`src/rtl/pipeline_hazard_ctrl.sv`:
```
// Pipeline hazard controller: load-use bubbles, taken-branch flush, data-memory wait/timeout FSM.
// Optional HAZ_STALL_CNT_EN adds a saturating 16-bit StallCount output.
module pipeline_hazard_ctrl #(
  parameter int MEM_TIMEOUT = 16
) (
  input  logic       Clk,
  input  logic       Reset,
  input  logic [4:0] IFID_Rs,
  input  logic [4:0] IFID_Rt,
  input  logic [1:0] IDEX_MemRead,
  input  logic [4:0] IDEX_Rt,
  input  logic       BranchTaken,
  input  logic [1:0] EXMEM_MemRead,
  input  logic [1:0] EXMEM_MemWrite,
  input  logic       MemReady,
  output logic       PCWrite,
  output logic       IFIDWrite,
  output logic       IFIDFlush,
  output logic       IDEXBubble,
  output logic       IDEXHold,
  output logic       EXMEMHold,
  output logic       MemError,
  output logic [1:0] State
`ifdef HAZ_STALL_CNT_EN
  ,
  output logic [15:0] StallCount
`endif
);

  localparam logic [1:0] RUN      = 2'd0;
  localparam logic [1:0] MEM_WAIT = 2'd1;
  localparam logic [1:0] ERROR    = 2'd2;

  logic [1:0] state_q, state_d;
  logic [7:0] cnt_q, cnt_d, cnt_inc;
  logic       access, pending, load_use;

  assign access   = (EXMEM_MemRead != 2'd0) || (EXMEM_MemWrite != 2'd0);
  assign pending  = access && !MemReady;
  assign load_use = (IDEX_MemRead != 2'd0) && (IDEX_Rt != 5'd0) &&
                    ((IDEX_Rt == IFID_Rs) || (IDEX_Rt == IFID_Rt));
  assign cnt_inc  = cnt_q + 8'd1;

  always_ff @(posedge Clk or posedge Reset) begin
    if (Reset) begin
      state_q <= RUN;
      cnt_q   <= 8'd0;
    end else begin
      state_q <= state_d;
      cnt_q   <= cnt_d;
    end
  end

  always_comb begin
    state_d = state_q;
    cnt_d   = cnt_q;
    case (state_q)
      RUN: begin
        if (pending) begin
          state_d = MEM_WAIT;
          cnt_d   = 8'd1;
        end
      end
      MEM_WAIT: begin
        // A ready in the cycle the count would hit the limit still completes.
        if (MemReady) begin
          state_d = RUN;
          cnt_d   = 8'd0;
        end else begin
          cnt_d = cnt_inc;
          if (int'(cnt_inc) >= MEM_TIMEOUT) state_d = ERROR;
        end
      end
      ERROR:   state_d = ERROR;
      default: begin
        state_d = RUN;
        cnt_d   = 8'd0;
      end
    endcase
  end

  always_comb begin
    PCWrite    = 1'b1;
    IFIDWrite  = 1'b1;
    IFIDFlush  = 1'b0;
    IDEXBubble = 1'b0;
    IDEXHold   = 1'b0;
    EXMEMHold  = 1'b0;
    if (!Reset) begin
      if ((state_q == ERROR) ||
          ((state_q == RUN) && pending) ||
          ((state_q == MEM_WAIT) && !MemReady)) begin
        PCWrite   = 1'b0;
        IFIDWrite = 1'b0;
        IDEXHold  = 1'b1;
        EXMEMHold = 1'b1;
      end else if (load_use) begin
        // Suppresses any branch this cycle; it is re-seen once the bubble moves on.
        PCWrite    = 1'b0;
        IFIDWrite  = 1'b0;
        IDEXBubble = 1'b1;
      end else if (BranchTaken) begin
        IFIDFlush = 1'b1;
      end
    end
  end

  assign MemError = (state_q == ERROR);
  assign State    = state_q;

`ifdef HAZ_STALL_CNT_EN
  always_ff @(posedge Clk or posedge Reset) begin
    if (Reset) begin
      StallCount <= 16'd0;
    end else if (!PCWrite && (StallCount != 16'hFFFF)) begin
      StallCount <= StallCount + 16'd1;
    end
  end
`endif

endmodule

```
`config.mk`:
```
export PLATFORM = sky130hd
export DESIGN_NAME = pipeline_hazard_ctrl
export DESIGN_NICKNAME = d
export VERILOG_FILES = /design/src/rtl/pipeline_hazard_ctrl.sv
export SDC_FILE = /design/constraint.sdc
export NUM_CORES = 1
export LEC_CHECK = 0
export ABC_AREA = 1
export ABC_CLOCK_PERIOD_IN_PS = 3290
export CAP_MARGIN = 10
export CORE_MARGIN = 2
export CORE_UTILIZATION = 46
export DETAILED_ROUTE_END_ITERATION = 6
export PLACE_DENSITY = 0.87
export SETUP_SLACK_MARGIN = 0.3
export SYNTH_ARGS = -nofsm -noshare
export SYNTH_HDL_FRONTEND = slang
export SYNTH_SLANG_ARGS = --single-unit
export TNS_END_PERCENT = 20
```
`constraint.sdc`:
```
create_clock -name Clk -period 3.29 [get_ports Clk]
set_clock_uncertainty 0.2 [all_clocks]
set_input_delay 0.987 -clock Clk [delete_from_list [all_inputs] [get_ports Clk]]
set_output_delay 0.987 -clock Clk [all_outputs]
set_load 0.1 [all_outputs]
```
# After elaboration in Yosys (flattened, before gate mapping)

Cells that the tools add are included.

Register bits after elaboration: 10
Input port bits: 25
Word-level logic and storage cells: 47

Add/sub/neg operators: 1
Magnitude comparators: 1
Equality and inequality tests: 6
Multiplexer cells: 19
Bitwise logic cells: 1
Reduce and logical (&&, ||, !) cells: 17

Operators with widths:

| operator              | count |
|---|---|
| $pmux W8 S3           | 1 |
| $mux W8               | 2 |
| $mux W1               | 12 |
| $eq A5 B5 Y1          | 2 |
| $add A8 B1 Y8 const B | 1 |
| $ge A8 B5 Y1 const B  | 1 |
| $mux W2               | 3 |
| $pmux W2 S3           | 1 |
| $reduce_bool A2 Y1    | 3 |
| $logic_and A1 B1 Y1   | 5 |
| $reduce_bool A5 Y1    | 1 |
| $logic_or A1 B1 Y1    | 4 |
| $reduce_and A2 Y1     | 2 |
| $ne A3 B3 Y1 const B  | 1 |
| $eq A2 B1 Y1 const B  | 1 |
| $eq A2 B2 Y1 const B  | 1 |
| $logic_not A2 Y1      | 1 |
| $ne A2 B2 Y1 const B  | 1 |
| $logic_not A1 Y1      | 1 |
| $not A1 Y1            | 1 |

# Depth between registers and ports, before layout

Gate-level depths: netlist of the first run.

Word-level depth: 8
Depth in mapped cells: 10

# Least setup slack after synthesis of the first run

Ideal clock, no wire load.

Path kind: register -> output
Start: reg state_q[0], in the netlist State[0]
End: out IDEXHold
Data arrival time: 3348 ps
Data required time: 2103 ps
Setup slack: -1245 ps
Stages on the path, launching flop included: 10
Path buffers: 1
Cell sequence: dfrtp_1 inv_1 nor2_2 nand2_1 nand2_1 inv_1 nand2_1 inv_2 nor2_1 buf_4

Longest elaborated chain between the ends: 6
Elaborated cells on any way between the ends: 9
Classes of those cells: 2 x eq/ne; 2 x mux; 5 x reduce/logical

Ends and longest elaborated chain:

| element                  | line | source |
|---|---|---|
| start: declaration       | 34   | `logic [1:0] state_q, state_d;` |
| start signal: assignment | 49   | `state_q <= state_d;` |
| $logic_not A2 Y1         | 91   | `((state_q == RUN) && pending) \|\|` |
| $logic_and A1 B1 Y1      | 91   |  |
| $logic_or A1 B1 Y1       | 90   | `if ((state_q == ERROR) \|\|` |
| $logic_or A1 B1 Y1 *     | 91   |  |
| $mux W1 * (2 in a row)   | n/a  |  |
| end: declaration         | 20   | `output logic IDEXHold,` |

Every way passes the cells marked *; elsewhere a longest branch is shown, timed or not.

# Worst setup path in the final report of the first run

Start: in MemReady
End: out IDEXHold

Longest elaborated chain between the ends: 7
Elaborated cells on any way between the ends: 8
Classes of those cells: 2 x mux; 6 x reduce/logical

Ends and longest elaborated chain:

| element              | line   | source |
|---|---|---|
| start: declaration   | 15     | `input logic MemReady,` |
| $logic_not A1 Y1 *   | 39, 92 |  |
| $logic_and A1 B1 Y1  | 39     | `assign pending = access && !MemReady;` |
| $logic_and A1 B1 Y1  | 91     |  |
| $logic_or A1 B1 Y1   | 90     |  |
| $logic_or A1 B1 Y1 * | 91     |  |
| $mux W1 *            | 90     |  |
| $mux W1 *            | 89     | `if (!Reset) begin` |

Marks and branches as above.

==> results of run 1 <==
[synth_stat cells]
cell      number  area share (%)
nand3_2        2             2.3
nor2_2         5             3.6
nand3b_1       1            0.87
dfrtp_1       10              29
nor3_1         1            0.58
o211ai_1       1            0.87
nor2_1        15             6.5
buf_4          2             1.7
o21ai_0        1            0.58
a22o_1         3             3.0
xnor2_1        3             3.0
inv_2          2            0.87
nand2_2        3             2.2
ha_1           1             1.5
nand2_1       55              24
nand4_1        1            0.73
inv_1         23              10
xor2_1         1             1.0
o21ai_1        2             1.2
nand3_1        8             4.6
a21oi_1        3             1.7
[how the worst max path moves through the flow]
stage	startpoint	endpoint	cells after the start
floorplan	MemReady	IDEXHold	8
global placement	IDEX_Rt[3]	PCWrite	9
detailed placement	IDEX_Rt[3]	PCWrite	9
CTS	IDEX_Rt[0]	IFIDFlush	10
global route	IDEX_Rt[0]	PCWrite	10
finish	MemReady	IDEXHold	11
[flip-flops by register name, indices dropped and copies added (netlist names)]
name / flops
State: 2
cnt_q: 8
[per-stage QoR]
| step | TNS, ns | hold slack [ns] | cell area [sq um] | util (%) | power, uW |
|---|---|---|---|---|---|
| after global routing | 0 | 0.3477 | 1519 | 87.03 | 338.5 |
| final | 0 | 0.3421 | 1519 | 87.03 | 330.9 |
| after floorplan | 0 | 0.2924 | 959.7 | - | 175.7 |
| after global placement | -2.038 | 0.3085 | 1419 | 81.29 | 225.3 |
| after detailed placement | -2.334 | 0.3209 | 1419 | 81.29 | 229.5 |
| after CTS | 0 | 0.3357 | 1484 | 85.02 | 321.1 |
[power by group]
group	leakage [uW]	total [uW]	switching (uW)	internal, uW
clock	0.0000150	96.1	48.9	47.2
combinational	0.000635	112	63.8	48.1
sequential	0.000127	123	0	123
total	0.000778	331	113	218
[routing by layer]
metal	vias to the layer above	wire length [um]	GRT usage, %
li1	530	-	-
met1	488	1154	30.99
met2	27	1646	58.38
met3	5	85	3.077
met4	0	41	12.22
met5	-	0	0
[logic make-up (layout without fill, tap and decap cells)]
| kind of cell | Yosys count | count (layout) | synth area share [%] |
|---|---|---|---|
| simple gates | 91 | 91 | 45.43 |
| compound gates | 10 | 10 | 7.402 |
| flops | 10 | 10 | 29.03 |
| xor+xnor | 4 | 4 | 4.065 |
| buf+inv | 27 | 75 | 12.63 |
| fa+ha+maj | 1 | 1 | 1.451 |
[worst register-to-register path, stage by stage, from the launching register on]
cell and delay [ns]:
dfrtp_1 0.44, ha_1 0.27, nand3_2 0.12, o21ai_1 0.14
nand2_1 0.09, nor2_2 0.12, nand2_2 0.08, nand2_2 0.07
nor2_2 0.03
[cell type report]
class	instances	area (sq um)	area share (%)
tap	25	31.28	2.059
sequential	10	252.7	16.64
inverter	25	116.4	7.661
multi-input combinational	106	648.1	42.67
clock buffer	4	26.28	1.730
timing repair buffer	46	444.2	29.24
[what timing repair did]
action | in CTS | in global routing
buffers inserted | 3 | 1
pin swaps | 30 | 12
resized for setup | 111 | 11
endpoints found under the setup margin | 6 | 6
hold endpoints to repair | 0 | 0
==> reports/qor.csv, run 1 <==
stage,metric,value,unit
outcome,outcome,completed,
power,power_leakage,0.0007776,uW
die,fp.dieArea,2236,sq um
cells_and_area,layout.cells.non_filler,216,
setup_path,crit_fanout,4,
grt,grt_pass1_vias,1062,
setup_path,worstReg2RegStart,cnt_q[0],
cts,cts.clk_slew.worst_paths,0.07,ns
min_path,min_from,cnt_q[7],
grt,grt_pass1_wl,4485,um
sta,setup_viol_count_final,0,
die,start_util,49.39,%
sta,worst_pin_slew,0.3146,ns
min_path,hp-class,register to register,
setup_path,r2r_cells,8,
setup_path,cp_slowest_cell,buf_12,
setup_path,path_class,input port to output pin,
setup_path,path_buf_inv,7,
setup_path,crit_chain,"buf_6, buf_12, inv_16, nand2_4, nand2_2, inv_2, nand2_2, inv_4, buf_6, nor2_4, buf_12",
grt,gr-usage-all-layers,29.62,%
cts,cts_buffers,3,
placement,dp_hpwl,2072,um
detailed_routing,vias,1050,
power,pwr_density_cell,217.8,nW/um^2
synth,synth_seq_cells,10,
sta,period_share,96.61,%
detailed_routing,wl,2927,um
detailed_routing,via_per_inst,4.861,
min_path,hold_path_end,cnt_q[7],
cts,cts-htree-levels,1,
synth,yosys_warnings,0,
setup_path,reg2reg_slack,1.63,ns
power,irDropWorstVdd,0.2537,mV
synth,postSynthCellCount,143,
setup_path,r2r-end,State[1],
synth,syn_nets,169,
placement,place.gp.congestion,0.7730,
setup_path,critPathCaptureType,output pin,
cts,cts_hold_buf,0,
cts,cts-root-buf,clkbuf_4,
detailed_routing,dr.pass1.iters,4,
sta,max_freq,314.6,MHz
cts,cts_tree,built,
cells_and_area,final_cell_mix,"nand2_1 (42), inv_1 (13), buf_4 (13)",
placement,io_buffers,33,
detailed_routing,drt_iter0_drc,20,
cells_and_area,n_antenna_cell,0,
grt,gr-total-overflow,0,
cells_and_area,layout-drive-gt1-share,48.69,%
detailed_routing,drcViolationCount,0,
setup_path,critPathTopFamily,buffers and inverters,
sta,setup_slack,0.1117,ns
sta,final-hold-violation-count,0,
setup_path,crit_arrival,1.99,ns
synth,synth-seq-area-share,29.03,%
grt,antenna_found_initial,0,
die,io_pins,34,
sta,rsz0062_at_grt,yes,
cts,cts.sinks,10,
setup_path,cpPeakStageDelay,0.19,ns
sta,fin_crit,3.178,ns
setup_path,setup.worst_path.start_class,input port,
die,placementRows,15,
detailed_routing,drt.antenna.violating_nets,0,
die,die_w,47.29,um
synth,synth_area_per_cell,6.029,sq um
die,fp.dieH,47.29,um
cells_and_area,final_net_count,218,
min_path,hold_depth,1,
setup_path,cp.required,2.10,ns
cts,clock_latency,0.28,ns
grt,grt_max_degree,10,
cells_and_area,final_common_cell,nand2_1,
synth,ys_types,21,
die,fp.coreArea,1745,sq um
placement,dp.cells,208,
synth,syn_area,862.1,sq um
cells_and_area,syn_to_final_growth,76.20,%
detailed_routing,drt-wirelength-per-cell,13.55,um
cts,cts_buffer_depth,2,
flow_run,max_cap_violations,0,
placement,dpl_worst_slack,-0.5341,ns
sta,max_slew_margin,78.98,%
cells_and_area,nFillCells,100,
sta,maxSlewViolCount,0,
Note: power is estimated with default switching activity, not from simulation.
==> run 2, diff against run 1 <==
CORE_MARGIN = unset   (was 2)
==> run 2 against run 1 <==
Net effect: area after synthesis unchanged; synthesized cell count unchanged; the run now fails in 5_1_grt.
==> reports/qor.csv, run 2 <==
stage,metric,value,unit,change
die,placementRows,15,,unchanged
cts,cts_buffers,3,,unchanged
placement,place.gp.congestion,0.8359,,+8.1%
synth,synth_compound_gate_area_share,7.402,%,unchanged
synth,synth.most_common_cell,nand2_1,,
synth,synth-edff-count,0,,unchanged
placement,dp_hpwl,2037,um,-1.7%
outcome,outcome,stopped before the end,,
die,start_util,49.39,%,unchanged
grt,antenna_found_initial,0,,
placement,io_buffers,33,,unchanged
synth,synth-seq-area-share,29.03,%,unchanged
synth,synth_top_family_by_area,simple AND/OR/NAND/NOR gates,,
synth,postSynthCellCount,143,,unchanged
synth,syn_area,862.1,sq um,unchanged
cts,cts_hold_buf,0,,unchanged
sta,endpoint_type,primary output,,
synth,syn_nets,169,,unchanged
synth,ys.flop_type,dfrtp_1,,
sta,crit_endpoint,EXMEMHold,,
cts,cts-root-buf,clkbuf_4,,
synth,synth_fa_ha_area_share,1.451,%,unchanged
synth,yosys_warnings,0,,unchanged
outcome,failing_step,5_1_grt,,
synth,synth_xor_area_share,4.064,%,unchanged
synth,synth_area_per_cell,6.029,sq um,unchanged
outcome,tool.error,[ERROR DPL-0033] detailed placement checks failed during check placement.,,
synth,synth_seq_cells,10,,unchanged
die,die_w,45.29,um,-4.2%
cts,cts-htree-levels,1,,unchanged
synth,netlist_top_cells_count,"nand2_1 (55), inv_1 (23), nor2_1 (15)",,
synth,synthTopCellsByArea,"dfrtp_1 (29%), nand2_1 (24%), inv_1 (10%)",,
grt,grt_max_degree,11,,
die,fp.dieH,45.29,um,-4.2%
synth,synthMuxAreaShare,0,%,unchanged
die,io_pins,34,,unchanged
cts,cts.sinks,10,,unchanged
synth,async_flop_share,100.0,%,unchanged
synth,yosys.area.top_type,dfrtp_1,,
synth,ys_types,21,,unchanged
synth,synth-simple-area-share,45.43,%,unchanged
synth,yosysTopAreaCellShare,29.03,%,unchanged
cts,cts_buffer_depth,2,,unchanged
==> run 2: kinds of logic after synthesis <==
kind of cell    Yosys count
compound gates           10
xor+xnor                  4
fa+ha+maj                 1
buf+inv                  27
flops                    10
simple gates             91
==> run 2: per-stage QoR <==
step	instances	util, %	hold slack, ns	cell area, sq um	worst slack (ns)
detailed placement	210	82.15	0.3400	1434	-0.4684
global placement	210	82.15	0.3137	1434	-0.3987
CTS	230	94.05	0.3573	1642	0.07770
floorplan	143	-	0.2924	959.7	0.01264
==> run 2: repair_timing <==
item                       CTS
gates resized for setup     84
pin swaps                   22
buffers inserted            16
setup endpoints to repair    6
==> run 3, diff against run 2 <==
CORE_AREA = 2 2 63 65   (was unset)
CORE_UTILIZATION = unset   (was 46)
DIE_AREA = 0 0 65 67   (was unset)
PLACE_DENSITY = unset   (was 0.87)
PLACE_DENSITY_LB_ADDON = 0.15   (was unset)
SETUP_SLACK_MARGIN = unset   (was 0.3)
==> run 3 against run 2 <==
Net effect: the flow now finishes without violations.
==> reports/qor.csv, run 3 (synthesized netlist as in run 1, its figures left out) <==
stage,metric,value,unit,change
placement,dp.cells,229,,+9.0%
die,die_w,65,um,+44%
setup_path,crit_fanout,2,,
sta,final-hold-violation-count,0,,
placement,io_buffers,33,,unchanged
detailed_routing,wl,2187,um,
die,start_util,23.91,%,-25 points
sta,setup_viol_count_final,0,,
cells_and_area,top_register,cnt_q,,
sta,setup_slack,0.06556,ns,
power,power_leakage,0.0007658,uW,
die,io_pins,34,,unchanged
setup_path,setup.worst_path.start_class,input port,,
detailed_routing,dr.max_layer_used,met4,,
die,placementRows,22,,+7
power,pwr_density_cell,235.6,nW/um^2,
setup_path,r2r_cells,8,,
cells_and_area,n_antenna_cell,0,,
detailed_routing,met2_length,1116,um,
cells_and_area,nFillCells,374,,
sta,fin_tns_setup,0,ns,
sta,fin_crit,3.224,ns,
grt,antenna_found_initial,0,,
setup_path,cp_slowest_cell,dlygate4sd2_1,,
cts,cts.clk_slew.worst_paths,0.04,ns,
detailed_routing,drt-wirelength-per-cell,9.267,um,
cells_and_area,final_cell_mix,"nand2_1 (48), inv_1 (18), nor2_1 (12)",,
cts,cts_buffers,3,,unchanged
sta,period_share,98.01,%,
setup_path,critPathCapture,IFIDFlush,,
detailed_routing,drcViolationCount,0,,
detailed_routing,dr.pass1.iters,4,,
grt,grt_pass1_vias,929,,
sta,worst_pin_slew,0.3232,ns,
detailed_routing,vias,999,,
cells_and_area,syn_to_final_growth,71.26,%,
detailed_routing,drt_iter0_drc,33,,
grt,gr-total-overflow,0,,
cells_and_area,layout-drive-gt1-share,33.51,%,
cts,cts.sinks,10,,unchanged
detailed_routing,route.layer.met1.wl,973,um,
setup_path,worstReg2RegStart,cnt_q[0],,
placement,placed_cell_area,1369,sq um,-4.5%
setup_path,cpPeakStageDelay,0.24,ns,
setup_path,path_common_cell,nand2_1,,
placement,place.gp.congestion,0.7886,,-5.7%
setup_path,crit_arrival,2.04,ns,
detailed_routing,drt.antenna.violating_nets,0,,
setup_path,critPathCaptureType,output pin,,
cells_and_area,final_cell_area,1476,sq um,
cts,clock_latency,0.23,ns,
setup_path,crit_chain,"dlygate4sd2_1, inv_1, nand2_1, nand2_1, nor2_2, nand3_2, nand2_2, buf_6, a21oi_4, buf_12",,
sta,maxSlewViolCount,0,,
sta,max_freq,310.1,MHz,
cells_and_area,final_net_count,215,,
grt,grt_pass1_wl,3795,um,
min_path,hp-class,register to register,,
cts,cts-htree-levels,1,,unchanged
cts,cts_tree,built,,
outcome,outcome,completed,,
cts,cts-root-buf,clkbuf_8,,
cells_and_area,final_common_cell,nand2_1,,
sta,max_slew_margin,78.40,%,
flow_run,max_cap_violations,0,,
setup_path,startpoint,IFID_Rt[1],,
grt,gr-usage-all-layers,11.17,%,
grt,grt_max_degree,11,,
power,irDropWorstVdd,0.2019,mV,
die,fp.dieArea,4355,sq um,
die,fp.coreArea,3606,sq um,
setup_path,path_class,input port to output pin,,
setup_path,cp.required,2.10,ns,
detailed_routing,via_per_inst,4.233,,
cells_and_area,largest_register_ffs,8,,
cells_and_area,layout.cells.non_filler,236,,
min_path,min_from,cnt_q[5],,
setup_path,reg2reg_slack,1.65,ns,
detailed_routing,wl_met3,88,um,
setup_path,r2r-end,State[1],,
die,fp.dieH,67,um,+48%
cts,cts_buffer_depth,2,,unchanged
placement,dpl_worst_slack,-0.3712,ns,+0.09718 ns
placement,dp_hpwl,1833,um,-10%
==> run 3: worst min-delay path by stage <==
stage | endpoint | cells past startpoint
after floorplan | cnt_q[7] | 1
after global placement | cnt_q[7] | 1
after detailed placement | cnt_q[6] | 1
after CTS | cnt_q[6] | 1
after global routing | cnt_q[7] | 1
final | cnt_q[5] | 1
==> run 3: power breakdown <==
| group | internal, uW | total (uW) | switching (uW) |
|---|---|---|---|
| Combinational | 42.6 | 93.8 | 51.2 |
| Sequential | 123 | 123 | 0 |
| Clock | 84.7 | 131 | 46.0 |
==> run 3: metal layers <==
metal	track usage, %	up-vias
li1	-	525
met1	12.69	450
met2	21.01	22
met3	1.689	2
met4	3.989	0
met5	0	-
==> run 3: stage by stage <==
step | util, % | hold slack, ns | total power, uW
finish | 40.94 | 0.3423 | 347.8
global route | 40.94 | 0.3703 | 364.3
CTS | 39.73 | 0.3496 | 346.6
detailed placement | 37.96 | 0.3379 | 218.5
global placement | 37.96 | 0.3162 | 217.9
floorplan | - | 0.2924 | 169.3
==> run 3: what timing repair did <==
item                       CTS  global route
hold buffers                 0             0
pin swaps                   12            22
buffers inserted             2             1
setup endpoints to repair    6             6
resized for setup           26            40
==> run 3: final cells by class <==
class / instances / area, sq um / area share, %
Tap cell: 48 / 60.06 / 4.068
Inverter: 25 / 96.34 / 6.525
Multi-Input combinational cell: 106 / 591.8 / 40.08
Clock buffer: 4 / 45.04 / 3.051
Sequential cell: 10 / 252.7 / 17.12
Timing Repair Buffer: 43 / 430.4 / 29.15
==> run 3: critical path: cells and delay by family <==
family,cells,cell delay (ns)
buffers and inverters,4,0.60
AOI/OAI and AO/OA,1,0.15
and+or+nand+nor,5,0.30
